===== src/rtl/regwrite_arbiter_if.sv =====
// Register-file write arbiter bus: two requester write channels plus the
// registered write port and stall counter.
interface regwrite_arbiter_if #(
  parameter int DW = 32,
  parameter int AW = 5
);
  // Handshake: a write transfers on a posedge where reqN_valid && reqN_ready;
  // valid may not depend on ready, and reg/data are ignored when no transfer occurs.
  logic          req0_valid;
  logic          req0_ready;
  logic [AW-1:0] req0_reg;
  logic [DW-1:0] req0_data;
  logic          req1_valid;
  logic          req1_ready;
  logic [AW-1:0] req1_reg;
  logic [DW-1:0] req1_data;
  logic [AW-1:0] Writereg;
  logic [DW-1:0] Writedata;
  logic          RegWrite;
  logic          grant_id;
  logic [7:0]    stall_cnt;

  modport master (
    output req0_valid, req0_reg, req0_data,
    output req1_valid, req1_reg, req1_data,
    input  req0_ready, req1_ready,
    input  Writereg, Writedata, RegWrite, grant_id, stall_cnt
  );

  modport slave (
    input  req0_valid, req0_reg, req0_data,
    input  req1_valid, req1_reg, req1_data,
    output req0_ready, req1_ready,
    output Writereg, Writedata, RegWrite, grant_id, stall_cnt
  );
endinterface


===== src/rtl/regwrite_arbiter.sv =====
// Two-requester register-file write arbiter with one holding slot per requester.
// Define REGARB_ROUND_ROBIN_EN for round-robin contention; default is fixed priority (req0 wins).
module regwrite_arbiter #(
  parameter int DW = 32,
  parameter int AW = 5
) (
  input  logic               clock,
  input  logic               reset_n,
  regwrite_arbiter_if.slave  bus
);

  logic          full0_q, full0_d;
  logic [AW-1:0] reg0_q, reg0_d;
  logic [DW-1:0] data0_q, data0_d;
  logic          full1_q, full1_d;
  logic [AW-1:0] reg1_q, reg1_d;
  logic [DW-1:0] data1_q, data1_d;

  logic [AW-1:0] wreg_q, wreg_d;
  logic [DW-1:0] wdata_q, wdata_d;
  logic          regwrite_q, regwrite_d;
  logic          gid_q, gid_d;
  logic [7:0]    stall_q, stall_d;

`ifdef REGARB_ROUND_ROBIN_EN
  logic          last_grant_q, last_grant_d;
`endif

  logic contend0, contend1;
  logic grant0, grant1;
  logic ready0, ready1;
  logic hs0, hs1;

  // Writes to register 0 are meaningless; such slots never contend and just drain.
  assign contend0 = full0_q && (reg0_q != '0);
  assign contend1 = full1_q && (reg1_q != '0);

  always_comb begin
    grant0 = 1'b0;
    grant1 = 1'b0;
`ifdef REGARB_ROUND_ROBIN_EN
    if (contend0 && contend1) begin
      grant0 = last_grant_q;
      grant1 = !last_grant_q;
    end else begin
      grant0 = contend0;
      grant1 = contend1;
    end
`else
    grant0 = contend0;
    grant1 = contend1 && !contend0;
`endif
  end

  assign ready0 = !full0_q || grant0;
  assign ready1 = !full1_q || grant1;
  assign hs0    = bus.req0_valid && ready0;
  assign hs1    = bus.req1_valid && ready1;

  always_comb begin
    full0_d = full0_q;
    reg0_d  = reg0_q;
    data0_d = data0_q;
    full1_d = full1_q;
    reg1_d  = reg1_q;
    data1_d = data1_q;

    // A new entry overwrites a slot being granted this cycle, giving 1/cycle throughput.
    if (hs0) begin
      full0_d = 1'b1;
      reg0_d  = bus.req0_reg;
      data0_d = bus.req0_data;
    end else if (grant0 || (full0_q && !contend0)) begin
      full0_d = 1'b0;
    end

    if (hs1) begin
      full1_d = 1'b1;
      reg1_d  = bus.req1_reg;
      data1_d = bus.req1_data;
    end else if (grant1 || (full1_q && !contend1)) begin
      full1_d = 1'b0;
    end
  end

  always_comb begin
    wreg_d     = wreg_q;
    wdata_d    = wdata_q;
    gid_d      = gid_q;
    regwrite_d = 1'b0;
    stall_d    = stall_q;
`ifdef REGARB_ROUND_ROBIN_EN
    last_grant_d = last_grant_q;
`endif

    if (grant0) begin
      regwrite_d = 1'b1;
      wreg_d     = reg0_q;
      wdata_d    = data0_q;
      gid_d      = 1'b0;
    end else if (grant1) begin
      regwrite_d = 1'b1;
      wreg_d     = reg1_q;
      wdata_d    = data1_q;
      gid_d      = 1'b1;
    end

`ifdef REGARB_ROUND_ROBIN_EN
    if (grant0 || grant1) begin
      last_grant_d = grant1;
    end
`endif

    if (((contend0 && !grant0) || (contend1 && !grant1)) && (stall_q != 8'hFF)) begin
      stall_d = stall_q + 8'd1;
    end
  end

  always_ff @(posedge clock or negedge reset_n) begin
    if (!reset_n) begin
      full0_q    <= 1'b0;
      reg0_q     <= '0;
      data0_q    <= '0;
      full1_q    <= 1'b0;
      reg1_q     <= '0;
      data1_q    <= '0;
      wreg_q     <= '0;
      wdata_q    <= '0;
      regwrite_q <= 1'b0;
      gid_q      <= 1'b0;
      stall_q    <= 8'd0;
    end else begin
      full0_q    <= full0_d;
      reg0_q     <= reg0_d;
      data0_q    <= data0_d;
      full1_q    <= full1_d;
      reg1_q     <= reg1_d;
      data1_q    <= data1_d;
      wreg_q     <= wreg_d;
      wdata_q    <= wdata_d;
      regwrite_q <= regwrite_d;
      gid_q      <= gid_d;
      stall_q    <= stall_d;
    end
  end

`ifdef REGARB_ROUND_ROBIN_EN
  // Starts at 1 so requester 0 wins the first contention after reset.
  always_ff @(posedge clock or negedge reset_n) begin
    if (!reset_n) begin
      last_grant_q <= 1'b1;
    end else begin
      last_grant_q <= last_grant_d;
    end
  end
`endif

  assign bus.req0_ready = ready0;
  assign bus.req1_ready = ready1;
  assign bus.Writereg   = wreg_q;
  assign bus.Writedata  = wdata_q;
  assign bus.RegWrite   = regwrite_q;
  assign bus.grant_id   = gid_q;
  assign bus.stall_cnt  = stall_q;

endmodule


===== src/flat_wrapper.sv =====
// flat-port wrapper written by rule: the top's interface ports become plain ports
module regwrite_arbiter_flat 
#(
  parameter int DW = 32,
  parameter int AW = 5
)
  (clock, reset_n, bus_req0_valid, bus_req0_reg, bus_req0_data, bus_req1_valid, bus_req1_reg, bus_req1_data, bus_req0_ready, bus_req1_ready, bus_Writereg, bus_Writedata, bus_RegWrite, bus_grant_id, bus_stall_cnt);
  regwrite_arbiter_if #(.DW(DW), .AW(AW)) bus_i ();
  input  logic clock;
  input  logic reset_n;
  input wire logic [$bits(bus_i.req0_valid)-1:0] bus_req0_valid;
  input wire logic [$bits(bus_i.req0_reg)-1:0] bus_req0_reg;
  input wire logic [$bits(bus_i.req0_data)-1:0] bus_req0_data;
  input wire logic [$bits(bus_i.req1_valid)-1:0] bus_req1_valid;
  input wire logic [$bits(bus_i.req1_reg)-1:0] bus_req1_reg;
  input wire logic [$bits(bus_i.req1_data)-1:0] bus_req1_data;
  output wire logic [$bits(bus_i.req0_ready)-1:0] bus_req0_ready;
  output wire logic [$bits(bus_i.req1_ready)-1:0] bus_req1_ready;
  output wire logic [$bits(bus_i.Writereg)-1:0] bus_Writereg;
  output wire logic [$bits(bus_i.Writedata)-1:0] bus_Writedata;
  output wire logic [$bits(bus_i.RegWrite)-1:0] bus_RegWrite;
  output wire logic [$bits(bus_i.grant_id)-1:0] bus_grant_id;
  output wire logic [$bits(bus_i.stall_cnt)-1:0] bus_stall_cnt;
  assign bus_i.req0_valid = bus_req0_valid;
  assign bus_i.req0_reg = bus_req0_reg;
  assign bus_i.req0_data = bus_req0_data;
  assign bus_i.req1_valid = bus_req1_valid;
  assign bus_i.req1_reg = bus_req1_reg;
  assign bus_i.req1_data = bus_req1_data;
  assign bus_req0_ready = bus_i.req0_ready;
  assign bus_req1_ready = bus_i.req1_ready;
  assign bus_Writereg = bus_i.Writereg;
  assign bus_Writedata = bus_i.Writedata;
  assign bus_RegWrite = bus_i.RegWrite;
  assign bus_grant_id = bus_i.grant_id;
  assign bus_stall_cnt = bus_i.stall_cnt;
  regwrite_arbiter #(.DW(DW), .AW(AW)) u_core (.clock(clock), .reset_n(reset_n), .bus(bus_i));
endmodule

===== config.mk =====
export PLATFORM = sky130hd
export DESIGN_NAME = regwrite_arbiter_flat
export DESIGN_NICKNAME = d
export VERILOG_FILES = /design/src/rtl/regwrite_arbiter_if.sv /design/src/rtl/regwrite_arbiter.sv /design/src/flat_wrapper.sv
export SDC_FILE = /design/constraint.sdc
export NUM_CORES = 1
export LEC_CHECK = 0
export CAP_MARGIN = 20
export CORE_MARGIN = 4
export CORE_UTILIZATION = 55
export CTS_BUF_LIST = sky130_fd_sc_hd__clkbuf_4 sky130_fd_sc_hd__clkbuf_8
export DETAILED_ROUTE_END_ITERATION = 16
export PLACE_DENSITY = 0.88
export SLEW_MARGIN = 15
export SYNTH_ARGS = -nofsm -noshare
export SYNTH_HDL_FRONTEND = slang
export SYNTH_SLANG_ARGS = --single-unit
export TNS_END_PERCENT = 30

===== constraint.sdc =====
create_clock -name clock -period 5.45 [get_ports clock]
set_input_delay 1.09 -clock clock [delete_from_list [all_inputs] [get_ports clock]]
set_output_delay 1.09 -clock clock [all_outputs]
set_load 0.01 [all_outputs]

; After elaboration in Yosys (flattened, before gate mapping)
; Index checks and enable logic that the tools add are counted.
[word_totals]
memories = 0
reg_bits = 123
input_bits = 78
ramBits = 0
latchBits = 0
output_inout_bits = 49
elab_cells = 48
rom_bits = 0
[op_classes]
n_addsub = 1
magnitude_cmp = 0
bitwise = 0
n_mux = 12
div_mod_pow = 0
shifts = 0
eq_ne = 1
n_reduce_logical = 23
n_mul = 0
[ops]
columns = op, n
row1 = two-way mux 32 bit, 2
row2 = two-way mux 5 bit, 2
row3 = nonzero test 5 bit, 2
row4 = logical AND 1 bit, 9
row5 = adder 8 x 1 -> 8 bit (second input constant), 1
row6 = two-way mux 1 bit, 8
row7 = inequality test 8 bit (second input constant), 1
row8 = nonzero test 2 bit, 3
row9 = zero test 1 bit, 5
row10 = logical OR 1 bit, 4

; Logic depth before layout (Yosys ltp)
; Gate-level depths: netlist of the first run.
[depth]
depth_word = 7
mapped_depth = 8

; Worst setup path before layout of the first run
; No wires, ideal clock.
[synth_timing]
kind = reg2out
start = register u_core.reg0_q[1]
end = output bus_req1_ready
n_path_buf = 1
path_stages_with_launch = 5
required_ps = 4360
t_arrival_ps = 1394
path_slack_ps = 2966
path_cell_list = dfrtp_1 > or4_1 > o21a_1 > buf_4 > o21ai_2
[synth_via]
elab_chain_cells = 5
[synth_rtl]
columns = item, line
row1 = "start, declared", regwrite_arbiter.sv:13  ; logic [AW-1:0] reg0_q, reg0_d;
row2 = "start signal, assigned", regwrite_arbiter.sv:134  ; reg0_q <= reg0_d;
row3 = nonzero test 5 bit, regwrite_arbiter.sv:35  ; assign contend0 = full0_q && (reg0_q != '0);
row4 = logical AND 1 bit, regwrite_arbiter.sv:35
row5 = zero test 1 bit, regwrite_arbiter.sv:51  ; grant1 = contend1 && !contend0;
row6 = logical AND 1 bit, regwrite_arbiter.sv:51
row7 = logical OR 1 bit, regwrite_arbiter.sv:56  ; assign ready1 = !full1_q || grant1;
row8 = "end, declared", flat_wrapper.sv:18  ; output wire logic [$bits(bus_i.req1_ready)-1:0] bus_req1_ready;
; Every way passes these cells.

; Worst setup path in the final report of the first run
; Same ends and word-level chain as after synthesis.

==> results.yml, run 1 <==
placement:
  place_congestion: 0.825
  place_area_sq_mm: 0.00631
  portBuffers: 126
  dp.cells: 593
  dpl_worst_slack_ns: 2.48
  dpl.hpwl_um: 7300
power_and_ir_drop:
  p_total_mw: 3.09
  pwr-share-clk_pct: 31.3
  powerDensity_mw_per_mm2: 454
  leakage_nw: 2.98
  power_switching_mw: 0.874
  netSwitchingFraction_pct: 28.3
  combPwrFrac_pct: 26.5
  p_int_mw: 2.21
  seq_power_share_pct: 42.2
  ir_drop_v: 0.000268
worst_hold_path:
  min_path_type: "register to register"
routing:
  ant_nets: 0
  via_count: 3403
  drt_iter0_drc: 104
  vias_per_cell: 5.44
  first_pass_iters: 4
  routed_wl_um: 11300
  routedWlPerCell_um: 18.1
  drc: 0
logic_synthesis:
  ys_async_sr_fraction_pct: 100
  synth_area_leaders: "dfrtp_1, mux2_2, mux2i_1"
  avgSynthCellArea_sq_um: 13.3
  ys_seq_elements: 123
  synth_top_area_share_pct: 61.5
  ys_types: 28
  yosysWarnings: 0
  synth-edff-count: 0
  synth-seq-area-share_pct: 61.5
  syn_inst: 376
  synth_area_leader_cell: "dfrtp_1"
  synth_flop_cell: "dfrtp_1"
  syn_nets: 455
  syn-cell-area_sq_mm: 0.00500
timing:
  fin_skew_ns: 0.0141
  drv_slew: 0
  post-route-period-util_pct: 62.2
  tns_ns: 0
  tightestPinTransition_ns: 0.977
  setup_viol: 0
  relSlewSlack_pct: 34.6
  post-route-min-period_ns: 3.39
  fmax_mhz: 295
  layout_setup_ws_ns: 2.06
  hold_violations: 0
  holdWs_ns: 0.479
  grt_setup_unrepaired: "false"
finish:
  mostFrequentLayoutCell: "clkdlybuf4s50_1"
  drive_gt1_share_pct: 17.0
  stdcell_count: 625
  final_cell_mix: "clkdlybuf4s50_1, dfrtp_1, mux2_2, nand2_1, o21ai_0"
  final.fill_count: 551
  final_nets: 583
  finalInstanceArea_sq_mm: 0.00680
  syn_to_final_growth_pct: 35.8
  final_core_util_pct: 77.2
  register_area_sq_mm: 0.00308
  diodes: 0
  multi_input_area_sq_mm: 0.00181
critical_path:
  cp.arrival_ns: 2.30
  cpMaxStageDelayCell: "or4_1"
  start_kind: "register"
  path_class: "register to primary output"
  cp_max_fo: 3
  cp.required_ns: 4.36
  crit_path_end_kind: "primary output"
  crit_family: "simple AND/OR/NAND/NOR gates"
  cpPeakStageDelay_ns: 0.57
  path_cells: "or4_1 > o21a_2 > o21ai_2 > clkdlybuf4s50_1"
  critical_path_buf_inv_count: 1
clock_network:
  max-clock-path-buffers: 2
  holdBufCountCts: 0
  root_buffer: "clkbuf_8"
  clkLatencyLatePin_ns: 0.42
  path_clk_slew_ns: 0.07
  cts_resized: 0
  numCtsBuffers: 17
  cts_tree: "yes"
  cts_sinks: 123
  postCtsSetupRepairBufs: 0
  cts-htree-levels: 4
floorplanning:
  die_x_um: 103
  die_h_um: 103
  core-area_sq_mm: 0.00881
  die_area_sq_mm: 0.0107
  rows: 34
  boundaryPins: 127
  start_util_pct: 56.8
run:
  cap_violations: 0
global_routing:
  grt_pass1_vias: 3601
  grt_start_max_net_pins: 76
  antenna_found_initial: 0
  grt_first_pass_wirelength_um: 17800
  overflow: 0
  globalRouteTotalUtil_pct: 21.9
status:
  status: "finished, final reports clean"
-- cell families after synthesis --
logic type               count (synthesis)  synth area share [%]
AO/OA/AOI/OAI                           47                  5.15
flip-flops                             123                  61.5
XOR/XNOR                                 4                 0.700
buffers and inverters                   23                  2.60
AND/OR/NAND/NOR                         67                  5.75
adder cells (fa/ha/maj)                  1                 0.250
multiplexers                           111                  24.1
-- registers in the layout, indices dropped and copies added, names as in the netlist --
register / flops
u_core.full1_q: 1
u_core.data1_q: 32
u_core.bus.grant_id: 1
u_core.reg1_q: 5
u_core.reg0_q: 5
u_core.bus.Writereg: 5
u_core.data0_q: 32
u_core.full0_q: 1
u_core.bus.stall_cnt: 8
u_core.bus.Writedata: 32
u_core.bus.RegWrite: 1
-- worst paths after layout --
kind	startpoint	to	slack [ns]	depth (start not counted)
worst min-delay path	u_core.data0_q[24]	u_core.bus.Writedata[24]	0.48	2
worst max register to register	u_core.reg0_q[1]	u_core.data1_q[3]	2.76	5
min in group asynchronous	reset_n	u_core.bus.Writedata[6]	0.79	1
worst max-delay path	u_core.reg0_q[1]	bus_req1_ready	2.06	4
max in group asynchronous	reset_n	u_core.data1_q[13]	3.46	2
worst min register to register	u_core.data0_q[24]	u_core.bus.Writedata[24]	0.48	2
-- final cells by class --
| cell class | count | share of cell area, % |
|---|---|---|
| flip-flops and latches | 123 | 45.3 |
| clock buffers | 18 | 3.55 |
| well taps | 108 | 1.99 |
| clock inverters | 14 | 3.57 |
| repair buffers | 129 | 18.8 |
| inverters | 3 | 0.166 |
| multi-input cells | 230 | 26.6 |
-- routing by layer --
metal	routed length (um)	up-vias	global-route usage, %
met2	6000	114	37.8
li1	-	1570	-
met3	570	12	5.37
met1	4620	1707	27.4
met4	123	0	6.47
met5	0	-	0
-- cell usage after synthesis, types with 4 or more instances --
| library cell | n |
|---|---|
| dfrtp_1 | 123 |
| mux2_2 | 47 |
| nand2_1 | 47 |
| o21ai_0 | 38 |
| mux2i_1 | 37 |
| mux2_1 | 27 |
| buf_2 | 8 |
| clkbuf_1 | 7 |
| nand3_1 | 5 |
| nor2_1 | 5 |
| buf_6 | 4 |
-- worst register-to-register path: stages (launching register included) --
cell and delay [ns]:
dfrtp_1 0.39, or4_1 0.57, o21a_2 0.24, o21ai_2 0.13, and2_2 0.81, mux2_2 0.44
-- power groups by stage --
stage          Combinational [mW]  Clock [mW]  Sequential [mW]
2_1_floorplan               0.402           0             1.32
3_3_place_gp                0.791           0             1.30
3_5_place_dp                0.819           0             1.31
4_1_cts                     0.832       0.982             1.30
5_1_grt                     0.885        1.02             1.33
6_report                    0.817       0.965             1.30
Power figures use the tool's default switching activity.
==> run 2: changes to the inputs <==
Settings changed: CORE_UTILIZATION 55 to 51, PLACE_DENSITY 0.88 to 0.83.
Clock period 5.45 ns to 3.25 ns, I/O delays scaled along.
==> results.yml, run 2 (synthesis results as in run 1) <==
timing:
  holdWs_ns: 0.278
  fmax_mhz: 342
  relSlewSlack_pct: 51.3
  post-route-period-util_pct: 90.1
  fin_skew_ns: 0.0165
  grt_setup_unrepaired: "false"
  tightestPinTransition_ns: 0.731
  setup_viol: 0
  hold_violations: 0
  post-route-min-period_ns: 2.93
  layout_setup_ws_ns: 0.323
  drv_slew: 0
  tns_ns: 0
placement:
  place_area_sq_mm: 0.00640
  dpl.hpwl_um: 7770
  place_congestion: 0.835
  portBuffers: 126
  dpl_worst_slack_ns: 0.638
floorplanning:
  core-area_sq_mm: 0.00942
  die_x_um: 107
  die_h_um: 107
  rows: 35
  die_area_sq_mm: 0.0115
  boundaryPins: 127
  start_util_pct: 53.2
routing:
  drc: 0
  drt_iter0_drc: 109
  ant_nets: 0
  vias_per_cell: 5.28
  first_pass_iters: 4
  via_count: 3431
  routed_wl_um: 11100
  routedWlPerCell_um: 17.1
power_and_ir_drop:
  leakage_nw: 2.98
  ir_drop_v: 0.000556
  powerDensity_mw_per_mm2: 739
critical_path:
  r2r_start: "u_core.reg1_q[2]"
  cpMaxStageDelayCell: "or4_1"
  crit_family: "simple AND/OR/NAND/NOR gates"
  r2r_cells: 6
  cp.required_ns: 2.60
  r2r_slack_ns: 0.58
  critical_path_buf_inv_count: 1
  start_kind: "register"
  cp_max_fo: 3
  path_class: "register to primary output"
  crit_path_end_kind: "primary output"
  cp.arrival_ns: 2.28
  cpPeakStageDelay_ns: 0.56
  path_cells: "or4_1 > o21a_2 > o21ai_2 > clkdlybuf4s50_1"
  reg2reg_to: "u_core.bus.stall_cnt[1]"
finish:
  mostFrequentLayoutCell: "clkdlybuf4s50_1"
  final_cell_mix: "clkdlybuf4s50_1, dfrtp_1, mux2_2, nand2_1, o21ai_0"
  drive_gt1_share_pct: 17.7
  register_area_sq_mm: 0.00308
  multi_input_area_sq_mm: 0.00181
  final_nets: 587
  final_core_util_pct: 72.7
  finalInstanceArea_sq_mm: 0.00685
  syn_to_final_growth_pct: 36.8
  diodes: 0
  final.fill_count: 651
clock_network:
  cts_sinks: 123
  cts-htree-levels: 4
  postCtsSetupRepairBufs: 0
  max-clock-path-buffers: 2
  numCtsBuffers: 17
  cts_resized: 0
  path_clk_slew_ns: 0.07
  clkLatencyLatePin_ns: 0.42
  cts_tree: "yes"
  root_buffer: "clkbuf_8"
  holdBufCountCts: 0
global_routing:
  grt_pass1_vias: 3671
  grt_start_max_net_pins: 72
  grt_first_pass_wirelength_um: 18300
  overflow: 0
  globalRouteTotalUtil_pct: 20.9
  antenna_found_initial: 0
worst_hold_path:
  min_path_type: "input pin to async pin"
run:
  cap_violations: 0
status:
  status: "finished, final reports clean"
## run 2: cell types whose count changed in the layout (fill, tap and decap cells not counted), sizes merged
cell	delta
clkinv	-3
clkinvlp	+2
clkbuf	+2
buf	+4
bufinv	-2
inv	+1
## run 2: area by class of cell
cell class / count / area share [%]
multi-input cells: 230 / 26.4
inverters: 3 / 0.164
clock buffers: 20 / 3.84
repair buffers: 133 / 19.5
clock inverters: 12 / 2.74
flip-flops and latches: 123 / 45.0
well taps: 129 / 2.36
## run 2: worst max path at each step
stage                      from  cells past startpoint                 endpoint
3_3_place_gp   u_core.reg1_q[2]                      6  u_core.bus.stall_cnt[1]
5_1_grt        u_core.reg0_q[1]                      4           bus_req1_ready
3_5_place_dp   u_core.reg1_q[2]                      6  u_core.bus.stall_cnt[1]
4_1_cts        u_core.reg0_q[1]                      4           bus_req1_ready
6_report       u_core.reg0_q[1]                      4           bus_req1_ready
2_1_floorplan  u_core.reg0_q[1]                      8       u_core.data1_q[10]
## run 2: worst reg2reg max path, cell delays in order, from the launching register on
cell,delay [ns]
dfrtp_1,0.40
or4_1,0.59
o21ai_4,0.18
buf_4,0.62
nor2_1,0.19
o21ai_0,0.20
mux2_2,0.38
## run 2: routing by layer
metal  wire length [um]  track usage [%]
met1               4660             25.4
met2               5700             35.0
met3                632             7.16
met4                144             6.67
met5                  0                0
## run 2: metrics by stage
| stage | cells | total power, mW |
|---|---|---|
| after floorplan | 376 | 2.90 |
| after global placement | 618 | 3.52 |
| final | 650 | 5.06 |
| after CTS | 650 | 5.11 |
| after detailed placement | 618 | 3.60 |
| after global routing | 650 | 5.34 |
## run 2: power by group
part / total (mW) / switching [mW] / internal [mW]
clock network: 1.51 / 0.622 / 0.885
logic: 1.37 / 0.580 / 0.792
registers: 2.18 / 0.258 / 1.92
